<file path="src/rtl/uart_defs.sv">
// -----------------------------------------------------------------------------
// uart_defs
// Definitions shared by the UART receive and transmit blocks.
//   - UART_DW, UART_SLOOP_MAX : default word width and clocks per bit
//   - ST_*                    : 3-bit receiver FSM state encodings
// No ports (package).
// -----------------------------------------------------------------------------
package uart_defs;

  localparam int UART_DW        = 8;
  localparam int UART_SLOOP_MAX = 100;

  localparam logic [2:0] ST_IDLE  = 3'd0;
  localparam logic [2:0] ST_START = 3'd1;
  localparam logic [2:0] ST_DATA  = 3'd2;
  localparam logic [2:0] ST_PAR   = 3'd3;
  localparam logic [2:0] ST_STOP  = 3'd4;
  localparam logic [2:0] ST_BREAK = 3'd5;

endpackage

</file>
<file path="src/rtl/uart_sync2.sv">
// -----------------------------------------------------------------------------
// uart_sync2
// Generic two-flop synchroniser for a single asynchronous input. Both flops
// reset to 1 so an idle-high line does not look like activity after reset.
// Ports:
//   CLK   in  1  destination clock
//   RST_X in  1  asynchronous active-low reset
//   D     in  1  asynchronous input
//   Q     out 1  synchronised output (second flop)
// -----------------------------------------------------------------------------
module uart_sync2 (
  input  logic CLK,
  input  logic RST_X,
  input  logic D,
  output logic Q
);

  logic meta;

  always_ff @(posedge CLK or negedge RST_X) begin
    if (!RST_X) begin
      meta <= 1'b1;
      Q    <= 1'b1;
    end else begin
      meta <= D;
      Q    <= meta;
    end
  end

endmodule

</file>
<file path="src/rtl/uart_rx_deser.sv">
// -----------------------------------------------------------------------------
// uart_rx_deser
// UART receive front end. Synchronises RX, detects the start bit, samples
// each bit and deserialises LSB-first into a DW-bit word.
// Optional parity checking is enabled by defining UART_RX_PARITY_EN.
// Parameters:
//   DW         data bits per frame
//   SLOOP_MAX  clocks per bit (>= 4)
//   PARITY_ODD parity sense with UART_RX_PARITY_EN (0 even, 1 odd)
// Ports:
//   CLK     in  1   system clock
//   RST_X   in  1   asynchronous active-low reset
//   RX      in  1   serial line, idle high, asynchronous
//   RXDOT   out DW  last good word, held until the next good frame
//   RXVALID out 1   one-cycle pulse, RXDOT is new
//   FERR    out 1   one-cycle pulse, stop bit sampled low
//   PERR    out 1   one-cycle pulse, parity mismatch (0 without the macro)
// -----------------------------------------------------------------------------
module uart_rx_deser
  import uart_defs::*;
#(
  parameter int DW         = UART_DW,
  parameter int SLOOP_MAX  = UART_SLOOP_MAX,
  parameter int PARITY_ODD = 0
) (
  input  logic          CLK,
  input  logic          RST_X,
  input  logic          RX,
  output logic [DW-1:0] RXDOT,
  output logic          RXVALID,
  output logic          FERR,
  output logic          PERR
);

  localparam int CNT_W = $clog2(SLOOP_MAX);
  localparam int IDX_W = $clog2(DW + 1);
  localparam int H     = SLOOP_MAX / 2;

  localparam logic [CNT_W-1:0] CNT_HALF = CNT_W'(H - 1);
  localparam logic [CNT_W-1:0] CNT_LAST = CNT_W'(SLOOP_MAX - 1);
  localparam logic [IDX_W-1:0] IDX_LAST = IDX_W'(DW - 1);

  logic             rxs;
  logic [2:0]       state;
  logic [CNT_W-1:0] cnt;
  logic [IDX_W-1:0] idx;
  logic [DW-1:0]    shreg;
  logic             cnt_last;

  assign cnt_last = (cnt == CNT_LAST);

  uart_sync2 u_sync (
    .CLK   (CLK),
    .RST_X (RST_X),
    .D     (RX),
    .Q     (rxs)
  );

`ifdef UART_RX_PARITY_EN
  localparam logic PAR_SENSE = 1'(PARITY_ODD);
  logic par_bit;
  logic par_bad;
  logic perr_q;

  assign par_bad = par_bit ^ (^shreg) ^ PAR_SENSE;
  assign PERR    = perr_q;
`else
  logic unused_parity_odd;
  assign unused_parity_odd = 1'(PARITY_ODD);
  assign PERR              = 1'b0;
`endif

  always_ff @(posedge CLK or negedge RST_X) begin
    if (!RST_X) begin
      state   <= ST_IDLE;
      cnt     <= '0;
      idx     <= '0;
      shreg   <= '0;
      RXDOT   <= '0;
      RXVALID <= 1'b0;
      FERR    <= 1'b0;
`ifdef UART_RX_PARITY_EN
      par_bit <= 1'b0;
      perr_q  <= 1'b0;
`endif
    end else begin
      RXVALID <= 1'b0;
      FERR    <= 1'b0;
`ifdef UART_RX_PARITY_EN
      perr_q  <= 1'b0;
`endif
      case (state)
        ST_IDLE: begin
          cnt <= '0;
          if (!rxs) state <= ST_START;
        end
        // Re-check the start bit near its middle to reject short glitches;
        // this also aligns all later samples to mid-bit.
        ST_START: begin
          if (cnt == CNT_HALF) begin
            cnt <= '0;
            idx <= '0;
            state <= rxs ? ST_IDLE : ST_DATA;
          end else begin
            cnt <= cnt + 1'b1;
          end
        end
        ST_DATA: begin
          if (cnt_last) begin
            // New bit enters at the MSB so the first bit ends up in bit 0.
            shreg <= {rxs, shreg[DW-1:1]};
            cnt   <= '0;
            idx   <= idx + 1'b1;
            if (idx == IDX_LAST) begin
`ifdef UART_RX_PARITY_EN
              state <= ST_PAR;
`else
              state <= ST_STOP;
`endif
            end
          end else begin
            cnt <= cnt + 1'b1;
          end
        end
`ifdef UART_RX_PARITY_EN
        ST_PAR: begin
          if (cnt_last) begin
            par_bit <= rxs;
            cnt     <= '0;
            state   <= ST_STOP;
          end else begin
            cnt <= cnt + 1'b1;
          end
        end
`endif
        ST_STOP: begin
          if (cnt_last) begin
            cnt <= '0;
            if (!rxs) begin
              FERR  <= 1'b1;
              state <= ST_BREAK;
`ifdef UART_RX_PARITY_EN
            end else if (par_bad) begin
              perr_q <= 1'b1;
              state  <= ST_IDLE;
`endif
            end else begin
              RXDOT   <= shreg;
              RXVALID <= 1'b1;
              state   <= ST_IDLE;
            end
          end else begin
            cnt <= cnt + 1'b1;
          end
        end
        // A held-low line must go high before another start is accepted.
        ST_BREAK: begin
          cnt <= '0;
          if (rxs) state <= ST_IDLE;
        end
        default: begin
          state <= ST_IDLE;
          cnt   <= '0;
        end
      endcase
    end
  end

endmodule
</file>
<file path="config.mk">
export PLATFORM = sky130hd
export DESIGN_NAME = uart_rx_deser
export DESIGN_NICKNAME = d
export VERILOG_FILES = /design/src/rtl/uart_defs.sv /design/src/rtl/uart_sync2.sv /design/src/rtl/uart_rx_deser.sv
export SDC_FILE = /design/constraint.sdc
export NUM_CORES = 1
export LEC_CHECK = 0
export BUFFER_PORTS_ARGS = -buffer_cell sky130_fd_sc_hd__buf_2
export CORE_MARGIN = 5
export CORE_UTILIZATION = 50
export DETAILED_ROUTE_END_ITERATION = 8
export MAX_ROUTING_LAYER = met4
export PLACE_DENSITY = 0.75
export SYNTH_ARGS = -nofsm -noshare
export SYNTH_HDL_FRONTEND = slang
export SYNTH_SLANG_ARGS = --single-unit
</file>
<file path="constraint.sdc">
create_clock -name CLK -period 1.5 [get_ports CLK]
set_input_delay 0.3 -clock CLK [delete_from_list [all_inputs] [get_ports CLK]]
set_output_delay 0.3 -clock CLK [all_outputs]
set_load 0.03 [all_outputs]
</file>
==> results of run 1 <==
## cell usage after synthesis (2+ instances only)
cell / number / area [um^2]
ha_1: 3 / 37.5
nor2_1: 12 / 45.0
a21oi_1: 5 / 25.0
xor2_1: 3 / 26.3
nor3_1: 2 / 10.0
xnor2_1: 3 / 26.3
nand3_1: 3 / 15.0
o21ai_0: 3 / 15.0
mux2_2: 17 / 191
nand2_1: 5 / 18.8
inv_1: 4 / 15.0
or3_1: 2 / 12.5
dfrtp_1: 32 / 801
dfstp_2: 2 / 52.6
nand4_1: 3 / 18.8
## registers in the layout (all words and copies together) (netlist names)
register / count
RXDOT: 8
shreg: 8
cnt: 7
idx: 4
state: 3
FERR: 1
RXVALID: 1
u_sync.Q: 1
u_sync.meta: 1
## per-stage QoR
| stage | power, mW | area, um^2 | worst slack, ns |
|---|---|---|---|
| 5_1_grt | 1.57 | 1950 | -0.174 |
| 2_1_floorplan | 0.949 | 1540 | -0.0661 |
| 6_report | 1.50 | 1950 | -0.110 |
| 3_5_place_dp | 0.970 | 1710 | -0.112 |
| 3_3_place_gp | 0.969 | 1710 | -0.104 |
| 4_1_cts | 1.52 | 1880 | -0.0817 |
## kinds of logic (layout without fill, tap and decap cells)
family,Yosys count,in the layout
and+or+nand+nor,38,40
DFF,34,34
muxes,17,17
AOI/OAI and AO/OA,13,13
xor gates and xnor gates,6,6
buffers and inverters,6,47
adders and majority gates,3,3
other,1,1
## path summary, 6_finish.rpt
kind,from,end
max,state[0],shreg[1]
min,RX,u_sync.meta
max reg2reg,state[0],shreg[1]
min reg2reg,u_sync.meta,u_sync.Q
max in group asynchronous,RST_X,u_sync.meta
min in group asynchronous,RST_X,cnt[5]
## layout make-up
cell class / instances / area, um^2
sequential: 34 / 856
clock buffer: 6 / 51.3
tap: 31 / 38.8
multi-input combinational: 80 / 732
fill: 193 / 857
timing repair buffer: 35 / 243
inverter: 4 / 15.0
clock inverter: 2 / 12.5
## where the power goes
group | internal (mW) | total, mW | switching, mW
sequential | 0.921 | 0.926 | 0.00523
clock | 0.225 | 0.548 | 0.323
combinational | 0.00662 | 0.0283 | 0.0217
total | 1.15 | 1.50 | 0.350
## timing repair
item | 4_1_cts | 5_1_grt
hold endpoints to repair | 32 | 0
gates cloned | 2 | 0
buffers inserted | 5 | 4
pin swaps | 4 | 7
setup endpoints to repair | 29 | 30
hold buffers | 1 | 0
resized for setup | 10 | 9
## critical path, stage by stage (launching register included)
cell	delay (ns)
dfrtp_2	0.49
nor3b_4	0.28
buf_4	0.16
and3_2	0.27
mux2_4	0.31
## metal layers
metal,vias up,wire (um),global-route usage
met5,-,0,-
met2,19,1690,0.277
met3,9,103,0.0484
met1,555,1470,0.215
met4,0,70,0.0818
li1,501,-,-
==> flow_metrics.env, run 1 <==
export IMPL_run_status="complete, but fails checks"
export IMPL_violations="setup timing"
export IMPL_synth_mux_area_frac=0.128
export IMPL_start_util=0.533
export IMPL_clk_pin_slew_ns=0.11
export IMPL_gp_congestion=0.885
export IMPL_reg2reg_depth=4
export IMPL_viasPerCell=5.65
export IMPL_hp_class="primary input to register"
export IMPL_vdd_drop_max_mv=0.671
export IMPL_final_cell_mix="dfrtp_1 (30), buf_4 (20), buf_2 (12)"
export IMPL_grt_overflow=0
export IMPL_fin_crit_sh=1.07
export IMPL_critical_path_max_fanout=5
export IMPL_ys_warn_count=0
export IMPL_antenna_found_initial=0
export IMPL_cts_made_buffers=5
export IMPL_io_pins=14
export IMPL_grt_pass1_vias=1104
export IMPL_reg2reg_slack_ns=-0.11
export IMPL_fin_util=0.694
export IMPL_power_per_cell_area_nw_per_um2=771
export IMPL_dp_hpwl_mm=1.91
export IMPL_cts_root_buf="clkbuf_4"
export IMPL_insertion_delay_ns=0.34
export IMPL_synth_edf_count=0
export IMPL_wirelength_mm=3.33
export IMPL_grt_max_degree=35
export IMPL_syn_inst=118
export IMPL_wl_per_cell_um=17.3
export IMPL_rsz0062_at_grt="true"
export IMPL_cts_tree="yes"
export IMPL_num_antenna_cells=0
export IMPL_synthAdderAreaFrac=0.0251
export IMPL_synth_area_um2=1500
export IMPL_core_rowCount=19
export IMPL_arrival_ns=1.84
export IMPL_criticalPathCategory="register to register"
export IMPL_critPathRequiredTime_ns=1.73
export IMPL_postRouteAntennaNets=0
export IMPL_layoutNonFillerInstCount=192
export IMPL_die_w_um=64.7
export IMPL_die_h_um=64.7
export IMPL_leakagePower_nw=0.948
export IMPL_dr_pass1_iters=4
export IMPL_syn_area_per_cell_um2=12.7
export IMPL_ys_seq_area_frac=0.570
export IMPL_finalCriticalPeriod_ns=1.61
export IMPL_grtUsageTotal=0.178
export IMPL_core_um2=2810
export IMPL_synth_cell_types=34
export IMPL_synth_compound_area_frac=0.0560
export IMPL_hold_path_depth=1
export IMPL_areaGrowthSynthToFinish_pct=30.2
export IMPL_vias=1084
export IMPL_htree_levels=2
export IMPL_fin_hold_ws_ns=0.0495
export IMPL_synth_nets=124
export IMPL_dp_cells=172
export IMPL_synth_top_family_by_area="simple AND/OR/NAND/NOR gates"
export IMPL_clock_path_buffers=2
export IMPL_setup_viol=30
export IMPL_grt_pass1_wl_mm=5.45
export IMPL_drt_iter0_drc=37
export IMPL_fin_setup_tns_ns=-1.71
export IMPL_endpoint_kind="register"
export IMPL_skew_ns=0.00939
export IMPL_fmaxAchievable_mhz=621
export IMPL_synth_xor_area_frac=0.0351
export IMPL_drv_cap=0
export IMPL_synth_seq_cells=34
export IMPL_drv_slew=0
export IMPL_cp_start_kind="register"
export IMPL_worst_slack_ns=-0.110
export IMPL_synthArstFlopShare=1.00
export IMPL_port_buffers=12
export IMPL_drc=0
export IMPL_drive_gt1_frac=0.522
export IMPL_synthSimpleGateAreaFrac=0.161
export IMPL_hold_viol_final=0
export IMPL_synth_flop_cell="dfrtp_1"
export IMPL_final_common_cell="dfrtp_1"
export IMPL_nNetsFinal=166
export IMPL_clkSinkCount=34
export IMPL_die_area_um2=4190
No activity file was read; power rests on OpenSTA's default activity.
==> run 2: changes to the inputs <==
--- a/config.mk
+++ b/config.mk
@@ -8,9 +8,10 @@
 export BUFFER_PORTS_ARGS = -buffer_cell sky130_fd_sc_hd__buf_2
 export CORE_MARGIN = 5
 export CORE_UTILIZATION = 50
+export CTS_CLUSTER_SIZE = 12
 export DETAILED_ROUTE_END_ITERATION = 8
 export MAX_ROUTING_LAYER = met4
-export PLACE_DENSITY = 0.75
+export PLACE_DENSITY = 0.72
 export SYNTH_ARGS = -nofsm -noshare
 export SYNTH_HDL_FRONTEND = slang
 export SYNTH_SLANG_ARGS = --single-unit
==> constraint.sdc (replaced) <==
create_clock -name CLK -period 1.7 [get_ports CLK]
set_input_delay 0.34 -clock CLK [delete_from_list [all_inputs] [get_ports CLK]]
set_output_delay 0.34 -clock CLK [all_outputs]
set_load 0.03 [all_outputs]
==> run 2 against run 1 <==
  * Combinational power is 2% higher
  * Setup slack improved by 0.18 ns
  * Highest routed layer unchanged
  * First-iteration DRC count shrank 38%
  * Flip-flop and latch count stayed put
  * Critical endpoint is now RXDOT[7]
  * The run now ends clean
  * Largest power group unchanged
  * Non-clock buffer count is 9 lower
  * Cell count is 6.3% lower
  * Routed wire length shrank 23%
==> flow_metrics.env, run 2 (synthesis results as in run 1) <==
export IMPL_run_status="complete, no violations"
export IMPL_drc=0
export IMPL_io_pins=14
export IMPL_hold_path_endpoint="u_sync.meta"
export IMPL_path_cells="ha_1, and4b_4, and2_4, nand3_4, mux2_2"
export IMPL_cts_made_buffers=5
export IMPL_vdd_drop_max_mv=0.673
export IMPL_htree_levels=2
export IMPL_critical_path_max_fanout=9
export IMPL_die_area_um2=4190
export IMPL_r2r_start="cnt[0]"
export IMPL_fin_hold_ws_ns=0.123
export IMPL_slowest_stage="dfrtp_1"
export IMPL_hp_class="primary input to register"
export IMPL_cp_start_kind="register"
export IMPL_num_antenna_cells=0
export IMPL_hold_viol_final=0
export IMPL_grt_overflow=0
export IMPL_hp_start="RX"
export IMPL_grt_max_degree=19
export IMPL_dp_cells=171
export IMPL_clock_path_buffers=2
export IMPL_vias=981
export IMPL_cts_tree="yes"
export IMPL_areaGrowthSynthToFinish_pct=17.3
export IMPL_wirelength_mm=2.57
export IMPL_reg2reg_depth=5
export IMPL_grt_pass1_wl_mm=4.72
export IMPL_fmaxAchievable_mhz=615
export IMPL_viasPerCell=5.45
export IMPL_final_cell_mix="dfrtp_1 (32), mux2_2 (17), nor2_1 (12), buf_2 (12), buf_4 (12)"
export IMPL_skew_ns=0.0170
export IMPL_drive_gt1_frac=0.409
export IMPL_drv_slew=0
export IMPL_layoutNonFillerInstCount=180
export IMPL_rsz0062_at_grt="false"
export IMPL_setup_viol=0
export IMPL_reg2reg_to="RXDOT[7]"
export IMPL_cts_root_buf="clkbuf_4"
export IMPL_arrival_ns=1.83
export IMPL_n_fill_cell=229
export IMPL_core_rowCount=19
export IMPL_wl_per_cell_um=14.3
export IMPL_drt_iter0_drc=23
export IMPL_core_um2=2810
export IMPL_port_buffers=12
export IMPL_p_total_mw=1.23
export IMPL_power_per_cell_area_nw_per_um2=702
export IMPL_dr_pass1_iters=4
export IMPL_clkSinkCount=34
export IMPL_grtUsageTotal=0.149
export IMPL_dp_hpwl_mm=1.90
export IMPL_endpoint_kind="register"
export IMPL_start_util=0.533
export IMPL_leakagePower_nw=0.877
export IMPL_insertion_delay_ns=0.32
export IMPL_critPathRequiredTime_ns=1.90
export IMPL_drv_cap=0
export IMPL_die_w_um=64.7
export IMPL_reg2reg_slack_ns=0.07
export IMPL_final_common_cell="dfrtp_1"
export IMPL_slowest_delay_ns=0.40
export IMPL_die_h_um=64.7
export IMPL_finalCriticalPeriod_ns=1.63
export IMPL_criticalPathCategory="register to register"
export IMPL_antenna_found_initial=0
export IMPL_fin_crit_sh=0.956
export IMPL_top_regs="RXDOT (8), shreg (8), cnt (7)"
export IMPL_grt_pass1_vias=1049
export IMPL_postRouteAntennaNets=0
export IMPL_hold_path_depth=1
export IMPL_nNetsFinal=155
export IMPL_clk_pin_slew_ns=0.10
export IMPL_gp_congestion=0.774
## run 2: how the worst max path moves through the flow
stage               startpoint        to  depth (start not counted)
CTS                     cnt[1]    idx[0]                          7
detailed placement      cnt[1]    idx[0]                          5
global placement        cnt[1]  shreg[0]                          4
finish                  cnt[0]  RXDOT[7]                          5
floorplan               cnt[0]  shreg[0]                          5
global route            cnt[0]  RXDOT[5]                          5
## run 2: routing by layer
metal / wire [um] / part of all wire / up-vias / GRT usage
li1: - / - / 471 / -
met1: 1140 / 0.44 / 481 / 0.185
met2: 1240 / 0.48 / 25 / 0.229
met3: 146 / 0.057 / 4 / 0.0449
met4: 45 / 0.018 / 0 / 0.0607
met5: 0 / 0 / - / -
## run 2: worst max-delay path, delay by kind of cell, from the launching register on
kind	cells	cell delay, ns
and+or+nand+nor	3	0.53
DFF	1	0.40
muxes	1	0.35
adders and majority gates	1	0.21
## run 2: cell type report
cell class / count / area (um^2) / area share
sequential: 34 / 853 / 0.486
inverter: 4 / 15.0 / 0.00855
multi-input combinational: 78 / 623 / 0.355
clock buffer: 7 / 45.0 / 0.0257
timing repair buffer: 26 / 180 / 0.103
tap: 31 / 38.8 / 0.0221
## run 2: power breakdown
part           switching, mW  internal [mW]
clock                  0.232          0.156
sequential           0.00350          0.813
combinational         0.0202        0.00866
total                  0.255          0.977
## run 2: stage by stage
stage	cell area (um^2)	TNS, ns	worst slack [ns]	util
2_1_floorplan	1500	0	0.113	-
3_3_place_gp	1680	0	0.00952	0.599
3_5_place_dp	1680	-0.221	-0.0364	0.599
4_1_cts	1740	0	0.0226	0.619
5_1_grt	1760	0	0.0135	0.626
6_report	1760	0	0.0740	0.626
## run 2: timing repair
action                                  CTS  global route
gates resized for setup                   1             4
setup buffers                             0             1
hold buffers                              1             0
hold endpoints to repair                 15             0
endpoints found under the setup margin    9             3
pin swaps                                 0             1
==> run 3: changes to the inputs <==
--- a/config.mk
+++ b/config.mk
@@ -5,7 +5,7 @@
 export SDC_FILE = /design/constraint.sdc
 export NUM_CORES = 1
 export LEC_CHECK = 0
-export BUFFER_PORTS_ARGS = -buffer_cell sky130_fd_sc_hd__buf_2
+export BUFFER_PORTS_ARGS = -buffer_cell sky130_fd_sc_hd__clkbuf_2
 export CORE_MARGIN = 5
 export CORE_UTILIZATION = 50
 export CTS_CLUSTER_SIZE = 12
==> run 3 against run 2 <==
  * Maximum frequency fell by 0.37%
  * Cell area increased by 3.3%
  * Via count grew 3.1%
  * Critical endpoint is now idx[0]
  * Critical path type unchanged
==> flow_metrics.env, run 3 (synthesis results as in run 1) <==
export IMPL_skew_ns=0.0160
export IMPL_highest_layer="met4"
export IMPL_insertion_delay_ns=0.35
export IMPL_drc=0
export IMPL_wl_per_cell_um=15.3
export IMPL_areaGrowthSynthToFinish_pct=21.2
export IMPL_num_antenna_cells=0
export IMPL_criticalPathCategory="register to register"
export IMPL_grt_max_degree=19
export IMPL_fin_util=0.646
export IMPL_die_h_um=64.7
export IMPL_start_util=0.533
export IMPL_antenna_found_initial=0
export IMPL_nNetsFinal=155
export IMPL_vdd_drop_max_mv=0.612
export IMPL_n_fill_cell=217
export IMPL_cts_tree="yes"
export IMPL_gp_congestion=0.770
export IMPL_vias=1011
export IMPL_grtUsageTotal=0.164
export IMPL_drive_gt1_frac=0.420
export IMPL_postRouteAntennaNets=0
export IMPL_die_w_um=64.7
export IMPL_core_um2=2810
export IMPL_stdcell_area_um2=1810
export IMPL_grt_overflow=0
export IMPL_met2_length_mm=1.35
export IMPL_m1WireLength_mm=1.22
export IMPL_hp_class="primary input to register"
export IMPL_dpl_cell_area_um2=1680
export IMPL_p_total_mw=1.60
export IMPL_drv_slew=0
export IMPL_hp_start="RX"
export IMPL_top_regs="RXDOT (8), shreg (8), cnt (7)"
export IMPL_wirelength_mm=2.77
export IMPL_core_rowCount=19
export IMPL_htree_levels=2
export IMPL_drv_cap=0
export IMPL_fin_setup_tns_ns=0
export IMPL_grt_pass1_wl_mm=5.05
export IMPL_cts_made_buffers=5
export IMPL_power_per_cell_area_nw_per_um2=881
export IMPL_r2r_start="cnt[1]"
export IMPL_viasPerCell=5.59
export IMPL_arrival_ns=1.88
export IMPL_clkSinkCount=34
export IMPL_critPathRequiredTime_ns=1.94
export IMPL_dr_pass1_iters=4
export IMPL_critical_path_max_fanout=2
export IMPL_port_buffers=12
export IMPL_cts_root_buf="clkbuf_4"
export IMPL_setup_viol=0
export IMPL_dp_hpwl_mm=1.95
export IMPL_cp_start_kind="register"
export IMPL_cp_startpoint="cnt[1]"
export IMPL_hold_viol_final=0
export IMPL_grt_pass1_vias=1057
export IMPL_run_status="complete, no violations"
export IMPL_multi_input_area_um2=619
export IMPL_register_area_um2=853
export IMPL_clk_pin_slew_ns=0.11
export IMPL_die_area_um2=4190
export IMPL_rsz0062_at_grt="false"
export IMPL_drt_iter0_drc=37
export IMPL_finalCriticalPeriod_ns=1.63
export IMPL_clock_path_buffers=2
export IMPL_fmaxAchievable_mhz=613
export IMPL_endpoint_kind="register"
export IMPL_leakagePower_nw=0.898
export IMPL_fin_crit_sh=0.960
export IMPL_final_common_cell="dfrtp_1"
export IMPL_final_cell_mix="dfrtp_1 (32), mux2_2 (17), nor2_1 (12), clkbuf_2 (12), buf_4 (12)"
export IMPL_io_pins=14
export IMPL_wl_met3_um=141
## run 3: cell types whose count changed in the layout (fill, tap and decap cells not counted)
cell,delta
clkbuf_1,-2
clkbuf_2,+12
bufinv_16,+2
a21oi_2,-1
clkinv_4,+1
buf_2,-12
a21oi_1,+1
## run 3: area by class of cell
class / count / share of cell area
sequential: 34 / 0.471
multi-input combinational: 78 / 0.342
timing repair buffer: 26 / 0.0994
clock inverter: 3 / 0.0380
tap: 31 / 0.0214
clock buffer: 5 / 0.0207
inverter: 4 / 0.00828
## run 3: through the flow
stage,hold slack (ns),cells,worst slack (ns)
after floorplan,0.0444,118,0.113
after global placement,0.318,171,0.00829
after detailed placement,0.321,171,-0.0319
after CTS,0.0538,180,0.0145
after global routing,0.0521,181,0.0143
final,0.0766,181,0.0679
## run 3: what timing repair did
item | in CTS | in global routing
endpoints found under the hold margin | 15 | 0
resized for setup | 1 | 3
setup endpoints to repair | 10 | 2
pin swaps | 0 | 1
cloned | 0 | 0
hold buffers | 1 | 0
setup buffers | 0 | 1
## run 3: metal layers
metal,track usage,vias to the layer above
met2,0.255,22
met1,0.191,507
li1,-,475
met3,0.0484,7
met4,0.0844,0
met5,-,-
## run 3: report_power, final
| part | leakage (nW) | total (mW) | internal (mW) | switching, mW |
|---|---|---|---|---|
| sequential | 0.453 | 0.816 | 0.813 | 0.00335 |
| clock | 0.0554 | 0.752 | 0.460 | 0.292 |
| combinational | 0.390 | 0.0290 | 0.00864 | 0.0203 |
## run 3: worst max-delay path: stages, from the launching register on
cell	delay (ns)
dfrtp_1	0.40
buf_4	0.14
inv_1	0.05
ha_2	0.18
and4bb_2	0.21
and4b_2	0.24
nor2_1	0.06
mux2_2	0.26
## run 3: final timing paths
| kind | endpoint | slack (ns) | cells after the start |
|---|---|---|---|
| hold reg to reg | u_sync.Q | 0.37 | 0 |
| setup reg to reg | idx[0] | 0.07 | 7 |
| setup / recovery | idx[0] | 0.07 | 7 |
| hold / removal | u_sync.meta | 0.08 | 1 |
| max in group asynchronous | shreg[1] | 0.75 | 3 |
| min in group asynchronous | cnt[6] | 0.47 | 2 |
